===== src/rtl/bch_syndrome_gen.sv =====
// BCH syndrome generator: serially accumulates r(alpha^j) for j = 1..2T by Horner's rule,
// then streams S1..S(2T) out one per handshake.
module bch_syndrome_gen #(
    parameter int unsigned         C_M         = 5,
    parameter int unsigned         C_N         = 31,
    parameter int unsigned         C_T         = 3,
    parameter logic [C_M-1:0]      C_POLY_PRIM = 5'h05
) (
    input  logic                            I_clk,
    input  logic                            I_rst,
    input  logic                            I_Bit,
    input  logic                            I_Bit_v,
    output logic                            O_Bit_rdy,
    output logic [C_M-1:0]                  O_Synd,
    output logic [$clog2(2*C_T+1)-1:0]      O_Synd_idx,
    output logic                            O_Synd_v,
    input  logic                            I_Synd_rdy,
    output logic                            O_Err
);

    localparam int unsigned NumSynd = 2 * C_T;
    localparam int unsigned IdxW    = $clog2(NumSynd + 1);
    localparam int unsigned CntW    = $clog2(C_N);

    typedef enum logic [0:0] {StAcc, StDump} state_e;

    // Multiply a field element by alpha (shift, reduce by the primitive polynomial).
    function automatic logic [C_M-1:0] gf_mul_alpha(input logic [C_M-1:0] x);
        logic [C_M-1:0] sh;
        sh = {x[C_M-2:0], 1'b0};
        return x[C_M-1] ? (sh ^ C_POLY_PRIM) : sh;
    endfunction

    // Multiply by alpha^p with p <= NumSynd; p is constant per call site.
    function automatic logic [C_M-1:0] gf_mul_alpha_pow(input logic [C_M-1:0] x,
                                                         input int unsigned p);
        logic [C_M-1:0] y;
        y = x;
        for (int unsigned i = 0; i < NumSynd; i++) begin
            if (i < p) y = gf_mul_alpha(y);
        end
        return y;
    endfunction

    state_e              state_q, state_d;
    logic [CntW-1:0]     cnt_q, cnt_d;
    logic [IdxW-1:0]     idx_q, idx_d;
    logic                err_q, err_d;
    logic [C_M-1:0]      s_q [NumSynd];
    logic [C_M-1:0]      s_d [NumSynd];
    logic [C_M-1:0]      s_horner [NumSynd];
    logic                any_nonzero;

    // Horner step for every syndrome in parallel, and whether any result is nonzero.
    always_comb begin
        any_nonzero = 1'b0;
        for (int unsigned i = 0; i < NumSynd; i++) begin
            s_horner[i] = gf_mul_alpha_pow(s_q[i], i + 1) ^ {{(C_M-1){1'b0}}, I_Bit};
            any_nonzero = any_nonzero | (|s_horner[i]);
        end
    end

    // Next-state logic: accumulate bits in StAcc, walk the syndrome index in StDump.
    always_comb begin
        state_d = state_q;
        cnt_d   = cnt_q;
        idx_d   = idx_q;
        err_d   = err_q;
        for (int unsigned i = 0; i < NumSynd; i++) s_d[i] = s_q[i];

        unique case (state_q)
            StAcc: begin
                if (I_Bit_v) begin
                    for (int unsigned i = 0; i < NumSynd; i++) s_d[i] = s_horner[i];
                    err_d = any_nonzero;
                    if (cnt_q == CntW'(C_N - 1)) begin
                        cnt_d   = '0;
                        state_d = StDump;
                    end else begin
                        cnt_d = cnt_q + 1'b1;
                    end
                end
            end
            StDump: begin
                if (I_Synd_rdy) begin
                    if (idx_q == IdxW'(NumSynd)) begin
                        idx_d   = IdxW'(1);
                        state_d = StAcc;
                        // Cleared so the next codeword starts its Horner chain from zero.
                        for (int unsigned i = 0; i < NumSynd; i++) s_d[i] = '0;
                    end else begin
                        idx_d = idx_q + 1'b1;
                    end
                end
            end
            default: state_d = StAcc;
        endcase
    end

    // State registers with synchronous reset.
    always_ff @(posedge I_clk) begin
        if (I_rst) begin
            state_q <= StAcc;
            cnt_q   <= '0;
            idx_q   <= IdxW'(1);
            err_q   <= 1'b0;
            for (int unsigned i = 0; i < NumSynd; i++) s_q[i] <= '0;
        end else begin
            state_q <= state_d;
            cnt_q   <= cnt_d;
            idx_q   <= idx_d;
            err_q   <= err_d;
            for (int unsigned i = 0; i < NumSynd; i++) s_q[i] <= s_d[i];
        end
    end

    // Outputs: handshakes from state, syndrome muxed from registers by the current index.
    always_comb begin
        O_Bit_rdy  = (state_q == StAcc);
        O_Synd_v   = (state_q == StDump);
        O_Synd_idx = idx_q;
        O_Err      = err_q;
        O_Synd     = '0;
        for (int unsigned i = 0; i < NumSynd; i++) begin
            if (idx_q == IdxW'(i + 1)) O_Synd = s_q[i];
        end
    end

endmodule


===== config.mk =====
export PLATFORM = sky130hd
export DESIGN_NAME = bch_syndrome_gen
export DESIGN_NICKNAME = d
export VERILOG_FILES = /design/src/rtl/bch_syndrome_gen.sv
export SDC_FILE = /design/constraint.sdc
export NUM_CORES = 1
export LEC_CHECK = 0
export BUFFER_PORTS_ARGS = -buffer_cell sky130_fd_sc_hd__buf_2
export CAP_MARGIN = 20
export CELL_PAD_IN_SITES_DETAIL_PLACEMENT = 0
export CELL_PAD_IN_SITES_GLOBAL_PLACEMENT = 1
export CORE_AREA = 2 2 108 89
export DETAILED_ROUTE_END_ITERATION = 16
export DIE_AREA = 0 0 110 91
export GPL_ROUTABILITY_DRIVEN = 1
export HOLD_SLACK_MARGIN = 0.06
export MAX_ROUTING_LAYER = met4
export PLACE_DENSITY = 0.53
export SLEW_MARGIN = 20
export SYNTH_ARGS = -nofsm -noshare
export SYNTH_HDL_FRONTEND = slang
export SYNTH_SLANG_ARGS = --single-unit
export TNS_END_PERCENT = 30

===== constraint.sdc =====
create_clock -name I_clk -period 2.2 [get_ports I_clk]
set_clock_uncertainty 0.2 [all_clocks]
set_input_delay 0.33 -clock I_clk [delete_from_list [all_inputs] [get_ports I_clk]]
set_output_delay 0.33 -clock I_clk [all_outputs]
set_load 0.02 [all_outputs]

Yosys cells after proc, flatten, opt, wreduce, memory -nomap -nowiden
Memories as Yosys holds them, arrays and structs flattened.
Cells that the tools add are included.
Storage, ports and cells
  register bits: 10
  memories kept: 1
  memory bits (writable): 30
  output and inout bits: 11
  input port bits: 5
  logic and storage cells: 108
Cells by class
  bitwise operators: 39
  muxes and demuxes: 47
  eq/ne operators: 7
  reductions and logical operators: 8
  $add $sub $neg: 2
Memories
  s_q: depth 6, width 5, rd ports 6, clocked after Yosys merged registers in 0, wr ports 6, RTL line 49  | logic [C_M-1:0] s_q [NumSynd];
Operators with widths (count)
  2-to-1 mux 30 bit: 3
  2-to-1 mux 3 bit: 22
  2-to-1 mux 5 bit: 13
  case mux 30 bit (2 select lines): 1
  NOT 2 bit: 21
  OR reduction 5 bit: 6
  XOR 5 x 1 -> 5 bit: 6
  bitwise OR 1 bit: 11
  == test 3 bit, second input constant: 3
  2-to-1 mux 1 bit: 7
  == test 3 x 2 -> 1 bit, second input constant: 2
  adder 5 x 1 -> 5 bit, second input constant: 1
  == test 5 bit, second input constant: 1
  AND reduction 2 bit: 2
  adder 3 x 1 -> 3 bit, second input constant: 1
  == test 3 x 1 -> 1 bit, second input constant: 1
  case mux 1 bit (2 select lines): 1
  NOT 1 bit: 1

Longest topological paths before layout
  word-level depth: 16
  mapped depth: 7
  mapped depth without buffers: 6

Worst setup path after synthesis
OpenSTA, ideal clock, no wires.
  kind: reg2out
  from: register idx_q[0] (netlist: O_Synd_idx[0])
  to: output port O_Synd[0]
  buffers on the path: 2
  stages on the path, launching flop included: 7
  arrival: 1.782 ns
  required time: 1.670 ns
  path slack: -0.112 ns
  path through: dfxtp_1 buf_2 and2_1 ha_1 clkbuf_1 o21ai_0 a221o_1
On the way
  word-level cells in the longest chain between the ends: 7
  elaborated cells on any way between the ends: 12
  those cells by class: eq/ne (6); mux (6)
Ends and longest elaborated chain
  start, declared: RTL line 47  | logic [IdxW-1:0] idx_q, idx_d;
  start signal, assigned: RTL line 105  | idx_q <= IdxW'(1);
  start signal, assigned: RTL line 111  | idx_q <= idx_d;
  == test 3 x 1 -> 1 bit: RTL line 125  | if (idx_q == IdxW'(i + 1)) O_Synd = s_q[i];
  2-to-1 mux 5 bit (5 in a row): RTL line 125
  2-to-1 mux 5 bit *: RTL line 125
  end, declared: RTL line 14  | output logic [C_M-1:0] O_Synd,
Every way passes the cells marked *; elsewhere a longest branch is shown, timed or not.

Worst setup path in the final report
  from: register idx_q[1] (netlist: O_Synd_idx[1])
  to: output port O_Synd[0]
The elaborated chain is that of the path after synthesis.

==> summary.md <==
| Metric | Value |
|---|---|
| Syn_nets | `285` |
| Non-Filler Instances | `409` |
| GR Util met3 | `2.80%` |
| Nets | `301` |
| Register area share after synthesis | `36.4%` |
| Worst setup EP type | `output port` |
| Final setup viols | `0` |
| Nature of the critical path startpoint | `register` |
| Area delta synth->final | `20.3%` |
| DRC | `0` |
| PwrDens | `599 nW/um^2` |
| IO Port Bufs | `15` |
| Crit path to | `O_Synd[0]` |
| Root buffer cell | `clkbuf_8` |
| Clock sink count | `40` |
| Setup TNS | `0 ns` |
| Peak supply drop | `0.227 mV` |
| Pint | `1.17 mW` |
| Reg area | `803 sq um` |
| Design Area, Final | `2650 sq um` |
| Cell count after placement | `398` |
| Routing usage on met1 | `19.4%` |
| Post-synth cell types | `36` |
| CP dominant cell by count | `buf_6` |
| Leakage | `0.998 nW` |
| GRT overflow | `0` |
| Crit Path Max Fanout | `6` |
| Wire length of the first global-routing pass | `10.0 mm` |
| Grt met2 use | `19.4%` |
| Post-DR vias/cell | `4.82` |
| Seq pwr share | `49.9%` |
| First DRT Iteration DRCs | `111` |
| Crit-path slowest cell | `dfxtp_2` |
| Largest net degree at the start of global routing | `31` |
| Drt first pass iters | `4` |
| Core Region | `8880 sq um` |
| Status | `complete, no violations` |
| Critical path class | `register to output port` |
| Final Critical Period | `2.20 ns` |
| Rows | `31` |
| Area contributors post-synth | `dfxtp_1 36%, nor2_1 8.4%, a22oi_1 7.9%, xor2_1 6.4%, a21oi_1 5.9%` |
| Layout cell share with drive strength beyond 1 | `20.7%` |
| Worst EP required | `1.67 ns` |
| Final Util | `29.8%` |
| Period utilisation layout | `99.9%` |
| Area leader, netlist | `dfxtp_1` |
| Cell Chain, Critical Path | `and2_4, ha_4, buf_6, nand2_1, o21ai_1, a221o_1, buf_6` |
| Worst-skew pair later-pin latency | `0.30 ns` |
| Final WL | `6.12 mm` |
| Arrival time at the worst endpoint | `1.67 ns` |
| Worst-path clk slew | `0.08 ns` |
| DP Area | `2400 sq um` |
| Fmax | `455 MHz` |
| Critical Path Start | `O_Synd_idx[1]` |
| Setup ws final | `0.00198 ns` |
| Number of global-route vias before repair | `1850` |
| Worst-Margin Slew | `0.399 ns` |
| R2R Path End | `O_Err` |
| EDFF count, synth | `0` |
| Share of the synthesized area in the top cell type | `36.4%` |
| Final hold viol count | `0` |
| Most used routing layer | `met2` |
| Sw frac | `26.3%` |
| Max incr delay on CP | `0.33 ns` |
| CTS tree | `done` |
| Initial Util | `24.7%` |
| Multi-input logic area | `1330 sq um` |
| Total chip power | `1.58 mW` |
| Num CTS Buffers | `5` |
| Die width | `110 um` |
| Dpl hpwl | `4.41 mm` |
| Worst hold path class | `input pin to register` |
| Flops & latches, synth | `40` |
| Htree depth | `2` |
| Pre-CTS WS | `0.113 ns` |
| Syn Area/Cell | `7.94 sq um` |
| Final Hold Slack | `0.131 ns` |
| Yosys warns | `0` |
| Die extent in y | `91 um` |
| I/O Pins | `16` |
| Ys flop type | `dfxtp_1` |
| Psw | `0.416 mW` |
| GRT Total Usage | `13.6%` |
| Max-cap viol count | `0` |
| Initial antenna violation count | `0` |
| R2r setup slk | `0.36 ns` |
| Clock share of power | `38.3%` |
| Max Slew Vio Count | `0` |
| # diodes | `0` |
| Filler Cells Inserted | `950` |
| Hold-fix buffers, CTS | `0` |
| R2R depth | `5` |
| Mapped Cells | `277` |
| DRT antenna net count | `0` |
| WL/cell | `15.0 um` |
| CTS max path bufs | `2` |
| Combinational cell fraction of total power | `11.8%` |
| Routed via count | `1971` |
| RSZ-0062 raised after global routing | `true` |
| Post-synth ARST share | `0%` |
| Syn Std Cell Area | `2200 sq um` |
| Slew headroom | `73.3%` |
| Final GP Congestion | `0.762` |
| Reg2reg start | `O_Synd_v` |
| Die ar. | `10000 sq um` |
-- cells in the final DEF (no fill, tap or decap), drive strengths merged, types with 3 or more instances in the layout --
cell type and n:
nor2 49, dfxtp 40, buf 31, a21oi 26
a22oi 23, xor2 16, o21ai 16, nor3 13
nand2 12, xnor2 10, a221o 5, nand4 5
nand3 5, clkbuf 5, inv 4, or3 4
nor2b 4, nand2b 3, nor4 3, ha 3
and2 3
-- metal layers --
layer / part of all wire (%) / wire, um
met1: 52 / 3180
met2: 44 / 2710
met3: 3.1 / 187
met4: 0.75 / 46
met5: 0 / 0
-- kinds of logic (layout without fill, tap and decap cells) --
group	Yosys count	after routing	share of synthesized area [%]
adders and majority gates	3	3	1.71
and+or+nand+nor	107	107	22.8
xor gates and xnor gates	26	26	10.4
AOI/OAI and AO/OA	75	75	21.9
buffers and inverters	26	43	6.83
DFF	40	40	36.4
-- worst min path at each step --
stage / depth (start not counted) / slack (ns) / to / start
after global placement: 2 / 0.31 / cnt_q[4] / cnt_q[4]
after floorplan: 2 / 0.28 / cnt_q[4] / cnt_q[4]
after detailed placement: 2 / 0.31 / O_Err / O_Err
after global routing: 3 / 0.14 / O_Synd_idx[1] / I_Synd_rdy
final: 3 / 0.13 / O_Synd_idx[1] / I_Synd_rdy
after CTS: 3 / 0.13 / O_Synd_idx[1] / I_Synd_rdy
-- synthesized netlist by cell type, types with 4 or more instances --
cell      instances
nand2_1          12
buf_2             7
nor2b_1           4
nand3_1           5
nor2_1           49
nand4_1           5
o21ai_0          16
a22oi_1          23
dfxtp_1          40
a21oi_1          26
nor3_1           13
a221o_1           5
xor2_1           16
xnor2_1          10
clkbuf_1          8
inv_1             4
-- power by group through the flow --
| stage | Clock [mW] | Combinational [mW] | Sequential, mW |
|---|---|---|---|
| floorplan | 0 | 0.152 | 0.790 |
| global placement | 0 | 0.186 | 0.806 |
| detailed placement | 0 | 0.186 | 0.805 |
| CTS | 0.622 | 0.188 | 0.789 |
| global route | 0.660 | 0.212 | 0.795 |
| finish | 0.606 | 0.188 | 0.790 |
-- worst max-delay path, delay by kind of cell (launching register included) --
| kind | cells | cell delay [ns] |
|---|---|---|
| compound gates | 2 | 0.40 |
| fa+ha+maj | 1 | 0.18 |
| buf+inv | 2 | 0.27 |
| flops | 1 | 0.33 |
| simple gates | 2 | 0.20 |
-- flip-flops by register name (all words and copies together) (netlist names) --
name and cells:
s_q 30, O_Err 1, O_Synd_idx 3, cnt_q 5
O_Synd_v 1
-- final cells by class --
type	count	share of cell area [%]
multi-input cells	211	50.3
flip-flops and latches	40	30.4
repair buffers	31	9.13
well taps	115	5.44
clock buffers	5	2.60
clock inverters	3	1.61
inverters	4	0.568
-- what timing repair did --
item / CTS / global route
setup endpoints to repair: 5 / 5
resized for setup: 16 / 21
pin swaps: 3 / 3
setup buffers: 0 / 3
Note: power is estimated with default switching activity, not from simulation.
